File: config.mk
export PLATFORM = sky130hd
export DESIGN_NAME = spi_reg_bank
export DESIGN_NICKNAME = d
export VERILOG_FILES = /design/src/rtl/spi_reg_bank.sv
export SDC_FILE = /design/constraint.sdc
export NUM_CORES = 1
export LEC_CHECK = 0
export ABC_CLOCK_PERIOD_IN_PS = 4750
export BUFFER_PORTS_ARGS = -buffer_cell sky130_fd_sc_hd__buf_2
export CAP_MARGIN = 40
export CORE_ASPECT_RATIO = 1.75
export CORE_MARGIN = 2
export CORE_UTILIZATION = 55
export DETAILED_ROUTE_END_ITERATION = 10
export PLACE_DENSITY = 0.73
export SYNTH_ARGS = -nofsm -noshare
export SYNTH_HDL_FRONTEND = slang
export SYNTH_SLANG_ARGS = --single-unit
File: constraint.sdc
create_clock -name clk -period 4.75 [get_ports clk]
set_input_delay 0.7125 -clock clk [delete_from_list [all_inputs] [get_ports clk]]
set_output_delay 0.7125 -clock clk [all_outputs]
set_load 0.01 [all_outputs]
File: src/rtl/spi_reg_bank.sv
// Register bank behind an SPI slave: ID/CTRL/STATUS/SCRATCH registers plus a
// sample FIFO that the DSP pushes into and the SPI master drains via FIFO_DATA.
module spi_reg_bank #(
  parameter int ADDR_WIDTH = 7,
  parameter int DATA_WIDTH = 24,
  parameter int FIFO_DEPTH = 16
) (
  input  logic                            clk,
  input  logic                            rst,
  input  logic [ADDR_WIDTH-1:0]           addr,
  input  logic                            addr_ready,
  input  logic                            rw,
  input  logic [DATA_WIDTH-1:0]           data_out,
  input  logic                            data_ready,
  output logic [DATA_WIDTH-1:0]           data_in,
  input  logic [DATA_WIDTH-1:0]           sample_data,
  input  logic                            sample_valid,
  output logic [DATA_WIDTH-1:0]           ctrl,
  output logic                            wr_strobe,
  output logic [ADDR_WIDTH-1:0]           wr_addr,
  output logic [$clog2(FIFO_DEPTH):0]     fifo_count,
  output logic                            overflow
);

  localparam int PTR_W = $clog2(FIFO_DEPTH);
  localparam int CNT_W = PTR_W + 1;

  typedef enum logic [ADDR_WIDTH-1:0] {
    REG_ID        = ADDR_WIDTH'(8'h00),
    REG_CTRL      = ADDR_WIDTH'(8'h01),
    REG_STATUS    = ADDR_WIDTH'(8'h02),
    REG_FIFO_DATA = ADDR_WIDTH'(8'h03),
    REG_SCRATCH   = ADDR_WIDTH'(8'h04)
  } reg_addr_e;

  localparam logic [DATA_WIDTH-1:0] ID_VALUE = DATA_WIDTH'(24'h564E41);

  // Edge detection and transaction context
  logic                  addr_ready_q;
  logic                  data_ready_q;
  logic                  addr_evt;
  logic                  data_evt;
  logic                  lat_valid;
  logic                  lat_rw;
  logic [ADDR_WIDTH-1:0] lat_addr;

  // Register storage
  logic [DATA_WIDTH-1:0] scratch;

  // FIFO
  logic [DATA_WIDTH-1:0] mem [FIFO_DEPTH];
  logic [PTR_W-1:0]      wr_ptr;
  logic [PTR_W-1:0]      rd_ptr;
  logic                  empty;
  logic                  full;
  logic                  rd_req;
  logic                  pop;
  logic                  push;
  logic                  ovf_set;
  logic                  ovf_clr;
  logic                  wr_ok;

  logic [DATA_WIDTH-1:0] status;
  logic [DATA_WIDTH-1:0] rd_value;

  assign addr_evt = addr_ready & ~addr_ready_q;
  assign data_evt = data_ready & ~data_ready_q;

  assign empty = (fifo_count == '0);
  assign full  = (fifo_count == CNT_W'(FIFO_DEPTH));

  // A read of FIFO_DATA frees a slot in the same cycle, so a push into a
  // full FIFO is still accepted when it coincides with a pop.
  assign rd_req  = addr_evt & rw;
  assign pop     = rd_req & (addr == REG_FIFO_DATA) & ~empty;
  assign push    = sample_valid & (~full | pop);
  assign ovf_set = sample_valid & full & ~pop;
  assign ovf_clr = rd_req & (addr == REG_STATUS);

  assign wr_ok = data_evt & lat_valid & ~lat_rw &
                 ((lat_addr == REG_CTRL) | (lat_addr == REG_SCRATCH));

  // NOTE: every variable in an always_comb gets a default first so no path
  // leaves it unassigned, which would otherwise infer a latch.
  always_comb begin
    status    = '0;
    status[4:0] = 5'(fifo_count);
    status[5] = overflow;
    status[6] = empty;
  end

  always_comb begin
    rd_value = '0;
    case (addr)
      REG_ID:        rd_value = ID_VALUE;
      REG_CTRL:      rd_value = ctrl;
      REG_STATUS:    rd_value = status;
      REG_FIFO_DATA: if (!empty) rd_value = mem[rd_ptr];
      REG_SCRATCH:   rd_value = scratch;
      default:       rd_value = '0;
    endcase
  end

  // NOTE: sequential state uses non-blocking assignments so every register
  // samples the pre-edge values regardless of statement order.
  always_ff @(posedge clk) begin
    if (rst) begin
      addr_ready_q <= 1'b0;
      data_ready_q <= 1'b0;
      lat_valid    <= 1'b0;
      lat_rw       <= 1'b0;
      lat_addr     <= '0;
      data_in      <= '0;
    end else begin
      addr_ready_q <= addr_ready;
      data_ready_q <= data_ready;
      if (addr_evt) begin
        lat_valid <= 1'b1;
        lat_rw    <= rw;
        lat_addr  <= addr;
        data_in   <= rd_value;
      end
    end
  end

  always_ff @(posedge clk) begin
    if (rst) begin
      ctrl      <= '0;
      scratch   <= '0;
      wr_strobe <= 1'b0;
      wr_addr   <= '0;
    end else begin
      wr_strobe <= wr_ok;
      if (wr_ok) begin
        wr_addr <= lat_addr;
        if (lat_addr == REG_CTRL) ctrl    <= data_out;
        else                      scratch <= data_out;
      end
    end
  end

  always_ff @(posedge clk) begin
    if (rst) begin
      wr_ptr     <= '0;
      rd_ptr     <= '0;
      fifo_count <= '0;
      overflow   <= 1'b0;
    end else begin
      if (push) wr_ptr <= wr_ptr + PTR_W'(1);
      if (pop)  rd_ptr <= rd_ptr + PTR_W'(1);
      case ({push, pop})
        2'b10:   fifo_count <= fifo_count + CNT_W'(1);
        2'b01:   fifo_count <= fifo_count - CNT_W'(1);
        default: fifo_count <= fifo_count;
      endcase
      // Set wins over clear so a sample dropped during a STATUS read is not lost.
      if (ovf_set)      overflow <= 1'b1;
      else if (ovf_clr) overflow <= 1'b0;
    end
  end

  // NOTE: storage array is deliberately not reset; the pointers and count
  // define which entries are valid, so clearing it would only cost logic.
  always_ff @(posedge clk) begin
    if (push) mem[wr_ptr] <= sample_data;
  end

endmodule

After elaboration in Yosys (flattened, before gate mapping)
Memory sizes are Yosys's and may differ from the RTL's. A register that Yosys moved wholly into a read port is not among the register bits.
Cells that the tools add are included.
Storage, ports and cells
  register bits after elaboration: 105
  bits in latches: 0
  bits in writable memories: 384
  memory bits (read-only): 0
  bits of input ports: 61
  output and inout bits: 62
  word-level logic and storage cells: 64
  memories kept: 1
Operators by class
  $add $sub $neg: 4
  $mul: 0
  div/mod/pow operators: 0
  $lt $le $gt $ge: 0
  equality and inequality tests: 9
  shift operators: 0
  muxes and demuxes: 9
  bitwise gates (word level): 21
  reductions and logical operators: 6
Memories
  mem: depth 16, bits a word 24, rd ports 1, clocked after memory_dff 1, write ports 1, RTL line 51  | logic [DATA_WIDTH-1:0] mem [FIFO_DEPTH];
Operators by type and width (number)
  one-hot mux 24 bit (5 select lines): 1
  two-way mux 24 bit: 1
  == test 7 x 1 -> 1 bit, second input constant: 2
  == test 7 x 2 -> 1 bit, second input constant: 2
  == test 7 x 3 -> 1 bit, second input constant: 2
  AND 1 bit: 12
  one-hot mux 5 bit (2 select lines): 1
  adder 4 x 1 -> 4 bit, second input constant: 2
  two-way mux 4 bit: 2
  logical NOT 7 bit: 1
  NOT 1 bit: 7
  adder 5 x 1 -> 5 bit, second input constant: 1
  == test 5 bit, second input constant: 1
  logical NOT 5 bit: 1
  subtractor 5 x 1 -> 5 bit, second input constant: 1
  two-way mux 1 bit: 4
  AND reduction 2 bit: 2
  nonzero test 2 bit: 2
  == test 2 x 1 -> 1 bit, second input constant: 1
  == test 2 bit, second input constant: 1
  OR 1 bit: 2

Longest topological paths before layout
Gate-level depths: netlist of run 1.
  depth after elaboration: 9
  mapped depth: 12
  gate-level depth less buffers: 10

Worst setup path after synthesis of run 1
OpenSTA, ideal clock, no wires.
  path kind: in2reg
  from: input addr[6]
  to: memory mem[0][0] (enable)
  library setup time: 435 ps
  arrival: 3784 ps
  required time: 4315 ps
  path slack: 530 ps
  stages on the path: 6
  buffers on the path: 1
  cells stage by stage: or4_4 clkbuf_1 nor3_1 o21a_1 nand2_1 nor3_1
On the way
  cells in the longest elaborated chain, start to end: 7
Ends and longest elaborated chain
  from (decl): RTL line 10  | input logic [ADDR_WIDTH-1:0] addr,
  == test 7 x 2 -> 1 bit: RTL line 75  | assign pop = rd_req & (addr == REG_FIFO_DATA) & ~empty;
  AND 1 bit (2 in a row): RTL line 75
  OR 1 bit: RTL line 76  | assign push = sample_valid & (~full | pop);
  AND 1 bit: RTL line 76
  two-way mux 1 bit: RTL line 165  | if (push) mem[wr_ptr] <= sample_data;
  two-way mux 1 bit (implied by the code): RTL line 165
  to (decl): RTL line 51
Every way passes these cells.

Worst setup path in the final report of run 1
  from: input addr[6]
  to: register fifo_count[4]
On the way
  cells in the longest elaborated chain, start to end: 7
  elaborated cells between the ends (all ways): 9
  those cells by class: 3 x eq/ne; 1 x mux; 4 x bitwise; 1 x reduce/logical
Ends and longest elaborated chain
  == test 7 x 2 -> 1 bit *: RTL line 75
  AND 1 bit * (2 in a row): RTL line 75
  OR 1 bit: RTL line 76
  AND 1 bit: RTL line 76
  == test 2 x 1 -> 1 bit or == test 2 bit (tied branches): RTL line 151  | case ({push, pop})
  one-hot mux 5 bit (2 select lines) or nonzero test 2 bit (tied branches)
  to (signal assigned): RTL line 152  | 2'b10: fifo_count <= fifo_count + CNT_W'(1);
  to (signal assigned): RTL line 153  | 2'b01: fifo_count <= fifo_count - CNT_W'(1);
  to (signal assigned): RTL line 154  | default: fifo_count <= fifo_count;
  to (decl): RTL line 21  | output logic [$clog2(FIFO_DEPTH):0] fifo_count,
Mark *: on every way between the ends. The rest lies on a longest branch, timed or not.
A chain may end at the register's enable or synchronous reset.

==> results of run 1 <==
[power by group through the flow]
stage | logic, W | clock network, W | registers [W]
after floorplan | 0.000126 | 0 | 0.00481
after global placement | 0.000266 | 0 | 0.00481
after detailed placement | 0.000277 | 0 | 0.00481
after CTS | 0.000279 | 0.00343 | 0.00472
after global routing | 0.000301 | 0.00360 | 0.00472
final | 0.000280 | 0.00338 | 0.00472
[sequential cells by signal, indices dropped and copies added, names as in the netlist, named ones only]
register	cells
lat_addr	7
fifo_count	5
wr_strobe	1
data_ready_q	1
addr_ready_q	1
overflow	1
mem	384
wr_addr	7
lat_valid	1
wr_ptr	4
data_in	24
ctrl	24
lat_rw	1
rd_ptr	4
scratch	24
[kinds of logic after synthesis]
| logic type | count (synthesis) |
|---|---|
| and+or+nand+nor | 275 |
| DFF | 493 |
| xor gates and xnor gates | 8 |
| AOI/OAI and AO/OA | 196 |
| buffers and inverters | 78 |
| adders and majority gates | 7 |
| muxes | 113 |
[cells in the final DEF, fill, tap and decap left out, drive strengths merged, types with 19 or more instances in the layout]
master  count
dfxtp     109
nor2b      21
a22oi      29
a21oi      72
a221oi     26
clkbuf     49
nand2     148
nor2       53
edfxtp    384
mux4       96
a22o       19
buf       153
o21ai      21
[worst min-delay path, stage by stage]
cell and delay [ns]:
buf_2 0.10, nand2_1 0.05, a21oi_1 0.05
[cell type report]
| type | count | area [sq um] |
|---|---|---|
| Inverter | 3 | 12.5 |
| Clock buffer | 49 | 1100 |
| Multi-Input combinational cell | 599 | 5150 |
| Sequential cell | 493 | 13700 |
| Tap cell | 460 | 576 |
| Fill cell | 2368 | 12600 |
| Timing Repair Buffer | 153 | 946 |
| Clock inverter | 28 | 254 |
[worst paths after layout]
check / start / to / slack, ns / cells past startpoint
worst min register to register: scratch[17]$_SDFFE_PP0P_ / scratch[17]$_SDFFE_PP0P_ / 0.46 / 2
worst max-delay path: addr[6] / fifo_count[4]$_SDFFE_PP0P_ / 1.51 / 11
worst min-delay path: data_out[1] / ctrl[1]$_SDFFE_PP0P_ / 0.41 / 3
worst max register to register: fifo_count[1]$_SDFFE_PP0P_ / fifo_count[4]$_SDFFE_PP0P_ / 1.57 / 10
[layer usage]
metal | vias up | global-route usage | routed length (um)
met5 | - | 0 | 0
li1 | 4831 | - | -
met4 | 0 | 0.128 | 2470
met3 | 114 | 0.0369 | 2850
met2 | 462 | 0.452 | 24300
met1 | 5560 | 0.293 | 15600
[per-stage QoR]
stage | power [W] | instance area, sq um | utilization
after floorplan | 0.00493 | 19100 | -
after global placement | 0.00507 | 20300 | 0.590
after detailed placement | 0.00509 | 20400 | 0.594
after CTS | 0.00843 | 21700 | 0.633
after global routing | 0.00862 | 21800 | 0.634
final | 0.00838 | 21800 | 0.634
==> run metrics, run 1 <==
Routability Congestion 0.847; initial antenna violation count 0; vias in the first global route between 10000 and 15000; total track usage 0.253; critical-path maximum fanout 12; cts repair resizes 0; DRT Pass-1 Iters 8; cell repeated most along the worst path or3_1; share of the synthesized area in the top cell type 0.604; worst path buffer plus inverter count 1; worst skew pair latency about 0.55 ns; Synthesis Warnings 0; period utilisation layout 0.682; Adder-Cell Fraction of Synth Area 0.00459; internal power 0.00667 W; Compound-Gate Fraction of Synth Area 0.0699; Detail Placement HPWL approximately 30000 um; most frequent cell after synthesis edfxtp_1; status finished, final reports clean; simple-gate share of the synthesized area 0.0641; CP Launch Type primary input; clk slew on worst S/H paths about 0.070 ns; Longest Clk Path Bufs 3; Avg Cell Area, Syn roughly 16 sq um; post-synth top area cell edfxtp_1; clock root buffer clkbuf_16; Final Instance Count excl. Fillers about 1800; worst setup margin 1.51 ns; I/O Buffers about 120; max incr delay on CP slightly above 0.6 ns; worst-path cell chain buf_2 -> or4_4 -> or3_1 -> or3_1 -> xnor2_1 -> ha_1 -> and3_1 -> o21ai_0 -> o32ai_1 -> a21oi_1 -> o31a_1; drt drc 0; share of layout cells above drive strength 1 0.258; # nets final 1360; clock sink count a little under 500; Netlist cell types 53; Clk pwr share 0.404; EDFF count, synth roughly 380; max_cap viols 0; Main synth FF type edfxtp_1; Worst Setup Slack post-DPL 1.04 ns; TNS Setup 0 ns; global route overflow 0; Num CTS Buffers 42; Switch Pwr ~0.0017 W; RSZ-0062 raised after global routing no; Fin. Hold Viols 0; Initial Util 0.556; clk_skew between 0.01 and 0.015 ns; Worst-Margin Slew 0.919 ns; Slew Viols, Final 0; mapped cell area roughly 19000 sq um; # Post-CTS Setup Buffers 0; critical path type in -> reg; post-route antenna net violation count 0; pwr dens 385 nW/um^2; die area 36300 sq um; switch share 0.205; CP Capture Type register; Iter 0 DRT Violations 837; sequential share of the synthesized area 0.719; largest net degree at the start of global routing a little over 80; DR WL/cell between 20 and 30 um; mux contribution to synthesized area 0.123; Inst Count DP about 1700; post-synthesis xor/xnor area fraction 0.00367; achievable frequency 309 MHz; async set or reset register ratio after synthesis 0; Hold-fix buffers, CTS 0; diode count 0; Layout area overhead 14.0%; Synth area leaders edfxtp_1 60%, dfxtp_1 11%, mux4_2 11%; top post-synthesis cells by count 384 x edfxtp_1, 148 x nand2_1, 109 x dfxtp_1; Peak VDD IR about 240 uV; delay-heaviest family, CP simple AND/OR/NAND/NOR gates; FP Rows 90; Worst EP arrival 3.73 ns; Boundary Pins between 100 and 150; Hold Path Class in -> reg; Worst Path Required about 5.2 ns; final setup vio count 0; largest family of logic cells by synthesized area multiplexers; combinational power share 0.033; Seq pwr share 0.563; post-synthesis instance total roughly 1200; Relative slew margins 0.385; Via Count between 10000 and 15000; H-tree depth 2; Die Y 250 um; leakage around 7.0 nW; CTS tree yes; WHS just over 0.4 ns; FF+latch count, synth 493; drt total wl ~45000 um; Die X ~140 um; fin crit period 3.24 ns; Post-Synthesis Net Count ~1200; Vias/cell 6.14; core box area about 34000 sq um; global-route wire length before repair 67000 um; Crit-path slowest cell or4_4
Note: power is estimated with default switching activity, not from simulation.
==> run 2, diff against run 1 <==
==> config.mk (replaced) <==
export PLATFORM = sky130hd
export DESIGN_NAME = spi_reg_bank
export DESIGN_NICKNAME = d
export VERILOG_FILES = /design/src/rtl/spi_reg_bank.sv
export SDC_FILE = /design/constraint.sdc
export NUM_CORES = 1
export LEC_CHECK = 0
export ABC_AREA = 1
export ABC_CLOCK_PERIOD_IN_PS = 2900
export BUFFER_PORTS_ARGS = -buffer_cell sky130_fd_sc_hd__buf_2
export CAP_MARGIN = 40
export CORE_ASPECT_RATIO = 1.75
export CORE_MARGIN = 2
export CORE_UTILIZATION = 54
export DETAILED_ROUTE_END_ITERATION = 10
export PLACE_DENSITY = 0.75
export SYNTH_ARGS = -nofsm -noshare
export SYNTH_HDL_FRONTEND = slang
export SYNTH_SLANG_ARGS = --single-unit
==> constraint.sdc (replaced) <==
create_clock -name clk -period 2.9 [get_ports clk]
set_input_delay 0.435 -clock clk [delete_from_list [all_inputs] [get_ports clk]]
set_output_delay 0.435 -clock clk [all_outputs]
set_load 0.01 [all_outputs]
==> run 2 against run 1 <==
- sequential power increased by 64%
- count of clock-buffer cells in the layout is 7 higher
- synthesized cell count grew 49%
- largest power group unchanged
==> run metrics, run 2 <==
Hold Path Class in -> reg; DRT Pass-1 Iters 9; Peak VDD IR around 440 uV; Layout area overhead 13.6%; Boundary Pins approximately 120; TNS Setup 0 ns; most common cell after layout, fill and taps aside edfxtp_1; drt drc 0; initial antenna violation count 1; drt total wl between 50000 and 60000 um; clk_skew between 0.015 and 0.02 ns; clk slew on worst S/H paths 0.07 ns; critical path type reg -> reg; Slew Viols, Final 0; Netlist cell types 40; Via Count between 10000 and 15000; post-route antenna net violation count 0; RSZ-0062 raised after global routing no; CP Launch Type register; async set or reset register ratio after synthesis 0; final setup vio count 0; top post-synthesis cells by count 384 x edfxtp_1, 289 x nor2_1, 231 x o21ai_0; EDFF count, synth roughly 380; Vias/cell ~6; Avg Cell Area, Syn around 11 sq um; post-synthesis instance total about 1700; Detail Placement HPWL 35600 um; status finished, final reports clean; sequential share of the synthesized area 0.699; Iter 0 DRT Violations ~1500; FP Rows 92; critical-path maximum fanout 25; max reg flops 384; Post-Synthesis Net Count 1806; clock sink count about 500; period utilisation layout 0.885; Synthesis Warnings 0; # nets final around 1900; Synth area leaders edfxtp_1 59%, dfxtp_1 11%, o21ai_0 5.9%; die area between 30000 and 40000 sq um; Biggest register mem; most frequent cells in the layout 384 x edfxtp_1, 273 x nor2_1, 231 x o21ai_0; largest net degree at the start of global routing between 100 and 150; achievable frequency between 300 and 400 MHz; worst-path cell chain clkinv_1 -> buf_4 -> o21ai_0 -> o22ai_1 -> nand2_1 -> nand3_1 -> nand3_1 -> nand2_1 -> nand2_1 -> a21oi_1; global-route wire length before repair between 70000 and 80000 um; DR WL/cell 22.4 um; pwr dens around 620 nW/um^2; worst skew pair latency 0.55 ns; cell repeated most along the worst path nand2_1; share of layout cells above drive strength 1 0.154; Worst Path Required 3.29 ns; Die Y 256 um; core box area 35900 sq um; hold path startpoint addr_ready; CTS tree yes; cts repair resizes 0; global route overflow 0; mapped cell area 19600 sq um; Initial Util 0.547; I/O Buffers ~120; # Post-CTS Setup Buffers 0; leakage just under 8 nW; Fin. Hold Viols 0; max_cap viols 0; Main synth FF type edfxtp_1; Longest Clk Path Bufs 3; Relative slew margins 0.475; Hold-fix buffers, CTS 0; post-synth top area cell edfxtp_1; most frequent cell after synthesis edfxtp_1; vias in the first global route around 14000; Worst-Margin Slew approximately 0.79 ns; CP Capture Type register; FF+latch count, synth about 490; R2R Setup Slk between 0.3 and 0.4 ns; total track usage 0.276; Worst EP arrival between 2 and 3 ns; fin crit period around 2.6 ns; worst setup margin roughly 0.33 ns; share of the synthesized area in the top cell type 0.587; H-tree depth 2; Num CTS Buffers between 40 and 50; Worst Setup Slack post-DPL between 0.2 and 0.25 ns; Die X 148 um; Crit-path slowest cell clkinv_1; clock root buffer clkbuf_16; max incr delay on CP around 0.59 ns; Routability Congestion between 0.9 and 1
[run 2: final timing paths]
check / end / cells past startpoint
hold / removal: addr_ready_q$_SDFF_PP0_ / 3
setup / recovery: data_in[17]$_SDFFE_PP0N_ / 10
hold reg to reg: ctrl[0]$_SDFFE_PP0P_ / 2
setup reg to reg: data_in[17]$_SDFFE_PP0N_ / 10
[run 2: stage by stage]
stage          instance area [sq um]  cells  utilization  hold WS [ns]  total power, W
2_1_floorplan                  19600   1738            -         0.435         0.00806
3_3_place_gp                   20900   2275        0.583         0.453         0.00831
3_5_place_dp                   20900   2275        0.583         0.458         0.00832
4_1_cts                        22300   2351        0.621        0.0943          0.0139
5_1_grt                        22300   2352        0.621         0.112          0.0142
6_report                       22300   2352        0.621         0.112          0.0138
[run 2: cell families after synthesis]
group                    after synthesis  synth area share
AND/OR/NAND/NOR                      634             0.133
flip-flops                           493             0.699
AO/OA/AOI/OAI                        429             0.123
buffers and inverters                171            0.0387
adder cells (fa/ha/maj)                7           0.00446
XOR/XNOR                               4           0.00178
[run 2: cell type report]
type | count | area [sq um]
clock inverter | 20 | 241
fill | 2727 | 13600
sequential | 493 | 13700
multi-input combinational | 1074 | 5280
inverter | 61 | 231
tap | 470 | 588
timing repair buffer | 177 | 1110
clock buffer | 56 | 1130
antenna | 1 | 2.50
[run 2: critical path, delay by kind of cell, from the launching register on]
| family | cells | cell delay (ns) |
|---|---|---|
| AO/OA/AOI/OAI | 3 | 0.31 |
| buffers and inverters | 2 | 1.07 |
| flip-flops | 1 | 0.36 |
| AND/OR/NAND/NOR | 5 | 0.66 |
[run 2: metal layers]
metal,vias up,routed length [um],track usage
li1,6405,-,-
met5,-,0,0
met1,6818,18100,0.313
met4,0,2870,0.137
met2,730,28100,0.506
met3,160,3620,0.0363
[run 2: power breakdown]
part           internal (W)  switching (W)  leakage, nW
logic              0.000107       0.000343         2.91
clock network       0.00321        0.00245        0.658
registers           0.00769      0.0000317         4.35
total                0.0110        0.00282         7.92
==> run 3, diff against run 2 <==
--- a/config.mk
+++ b/config.mk
@@ -9,11 +9,13 @@
 export ABC_CLOCK_PERIOD_IN_PS = 2900
 export BUFFER_PORTS_ARGS = -buffer_cell sky130_fd_sc_hd__buf_2
 export CAP_MARGIN = 40
+export CELL_PAD_IN_SITES_DETAIL_PLACEMENT = 1
+export CELL_PAD_IN_SITES_GLOBAL_PLACEMENT = 2
 export CORE_ASPECT_RATIO = 1.75
 export CORE_MARGIN = 2
-export CORE_UTILIZATION = 54
+export CORE_UTILIZATION = 37
 export DETAILED_ROUTE_END_ITERATION = 10
-export PLACE_DENSITY = 0.75
+export PLACE_DENSITY_LB_ADDON = 0.1
 export SYNTH_ARGS = -nofsm -noshare
 export SYNTH_HDL_FRONTEND = slang
 export SYNTH_SLANG_ARGS = --single-unit
==> run 3 against run 2 <==
- global-route usage fell by 5.2 points
- sequential power barely moved
- utilization fell by 18 points
- highest routed layer unchanged
- clock skew is 0.00066 ns higher
- worst setup slack improved by 0.29 ns
- non-clock buffer count grew 9
- sequential share of layout area down 1.8 points
- register-to-register slack better by 0.29 ns
- cell area is 3.0% higher
- critical endpoint is now data_in[12]$_SDFFE_PP0N_
- final cell count grew 9.7%
==> run metrics, run 3 (same netlist as run 2, synthesis figures left out) <==
status finished, final reports clean; initial antenna violation count 2; Crit-path slowest cell dfxtp_4; worst skew pair latency around 0.57 ns; CP Launch Type register; global route overflow 0; critical path type reg -> reg; clk_skew 0.0175 ns; CP Capture Type register; drt total wl roughly 61000 um; most common cell after layout, fill and taps aside edfxtp_1; worst-path cell chain buf_4 -> o21ai_0 -> o22ai_1 -> nand2_1 -> nand3_1 -> nand3_1 -> nand3_1 -> nand2_1 -> a21oi_2; Biggest register mem; Sequential cell area 13700 sq um; FP Rows ~110; # nets final roughly 1900; Die X between 150 and 200 um; Worst-Margin Slew 0.832 ns; Relative slew margins 0.445; period utilisation layout 0.786; cell repeated most along the worst path nand3_1; Routability Congestion 0.805; Detail Placement HPWL about 40000 um; # Post-CTS Setup Buffers 0; critical-path maximum fanout 37; I/O Buffers roughly 120; clock sink count approximately 490; Worst EP arrival about 2.8 ns; achievable frequency between 400 and 500 MHz; global-route wire length before repair ~92000 um; Via Count around 14000; Slew Viols, Final 0; Total Power around 0.015 W; share of layout cells above drive strength 1 0.166; largest net degree at the start of global routing 83; total track usage 0.225; cts repair resizes 0; Multi-input gate area between 5000 and 6000 sq um; Fin. Hold Viols 0; Num CTS Buffers 46; Hold-fix buffers, CTS 0; Iter 0 DRT Violations ~720; worst path buffer plus inverter count 1; clock root buffer clkbuf_16; RSZ-0062 raised after global routing no; Peak VDD IR approximately 400 uV; most frequent cells in the layout 384 x edfxtp_1, 273 x nor2_1, 231 x o21ai_0; DRT Pass-1 Iters 5; Vias/cell 5.36; Die Y just over 300 um; Longest Clk Path Bufs 3; H-tree depth 2; drt drc 0; vias in the first global route 14700; max reg flops approximately 380; final setup vio count 0; max_cap viols 0; CTS tree yes; fin crit period between 2 and 2.5 ns; DR WL/cell 23.7 um; TNS Setup 0 ns; Hold Path Class in -> reg; die area roughly 55000 sq um; core box area ~52000 sq um; Initial Util 0.375; leakage a little over 8 nW; delay-heaviest family, CP simple AND/OR/NAND/NOR gates; Fillers about 5600; max incr delay on CP between 0.4 and 0.5 ns; clk slew on worst S/H paths 0.07 ns; post-route antenna net violation count 0; pwr dens 639 nW/um^2; Layout area overhead 17.1%; Worst Path Required 3.39 ns; Boundary Pins around 120
==> run 3: final cells by class <==
type,instances,area share
flip-flops and latches,493,0.597
multi-input cells,1074,0.230
repair buffers,186,0.0562
clock buffers,49,0.0510
well taps,678,0.0369
clock inverters,37,0.0189
inverters,61,0.0101
diodes,1,0.000109
==> run 3: metal layers <==
metal  part of all wire  up-vias  GRT usage  wire length, um
li1                   -     6436          -                -
met1               0.41     7024      0.273            25000
met2               0.53      283      0.415            32500
met3              0.035       72     0.0272             2160
met4              0.023        0     0.0616             1390
met5                  0        -          0                0
==> run 3: final timing paths <==
| kind | start | depth (start not counted) | to | slack, ns |
|---|---|---|---|---|
| setup / recovery | register | 9 | data_in[12]$_SDFFE_PP0N_ | 0.62 |
| hold reg to reg | scratch[3]$_SDFFE_PP0P_ | 2 | scratch[3]$_SDFFE_PP0P_ | 0.47 |
| hold / removal | addr_ready | 3 | addr_ready_q$_SDFF_PP0_ | 0.09 |
| setup reg to reg | register | 9 | data_in[12]$_SDFFE_PP0N_ | 0.62 |
==> run 3: worst min-delay path: cells and delay by family <==
kind | cells | cell delay [ns]
buffers and inverters | 2 | 0.15
and+or+nand+nor | 1 | 0.03
==> run 3: report_power, final <==
group	switching [W]	internal (W)	total, W
sequential	0.0000293	0.00769	0.00772
combinational	0.000349	0.000115	0.000464
clock	0.00274	0.00376	0.00650
==> run 3: stage by stage <==
step,std cells,util,hold slack [ns],cell area [sq um],setup slack (ns)
5_1_grt,2579,0.439,0.0969,23000,0.472
2_1_floorplan,1738,-,0.435,19600,0.0967
3_5_place_dp,2492,0.408,0.458,21400,0.228
4_1_cts,2578,0.439,0.0702,23000,0.543
6_report,2579,0.439,0.0927,23000,0.621
3_3_place_gp,2492,0.408,0.450,21400,0.238
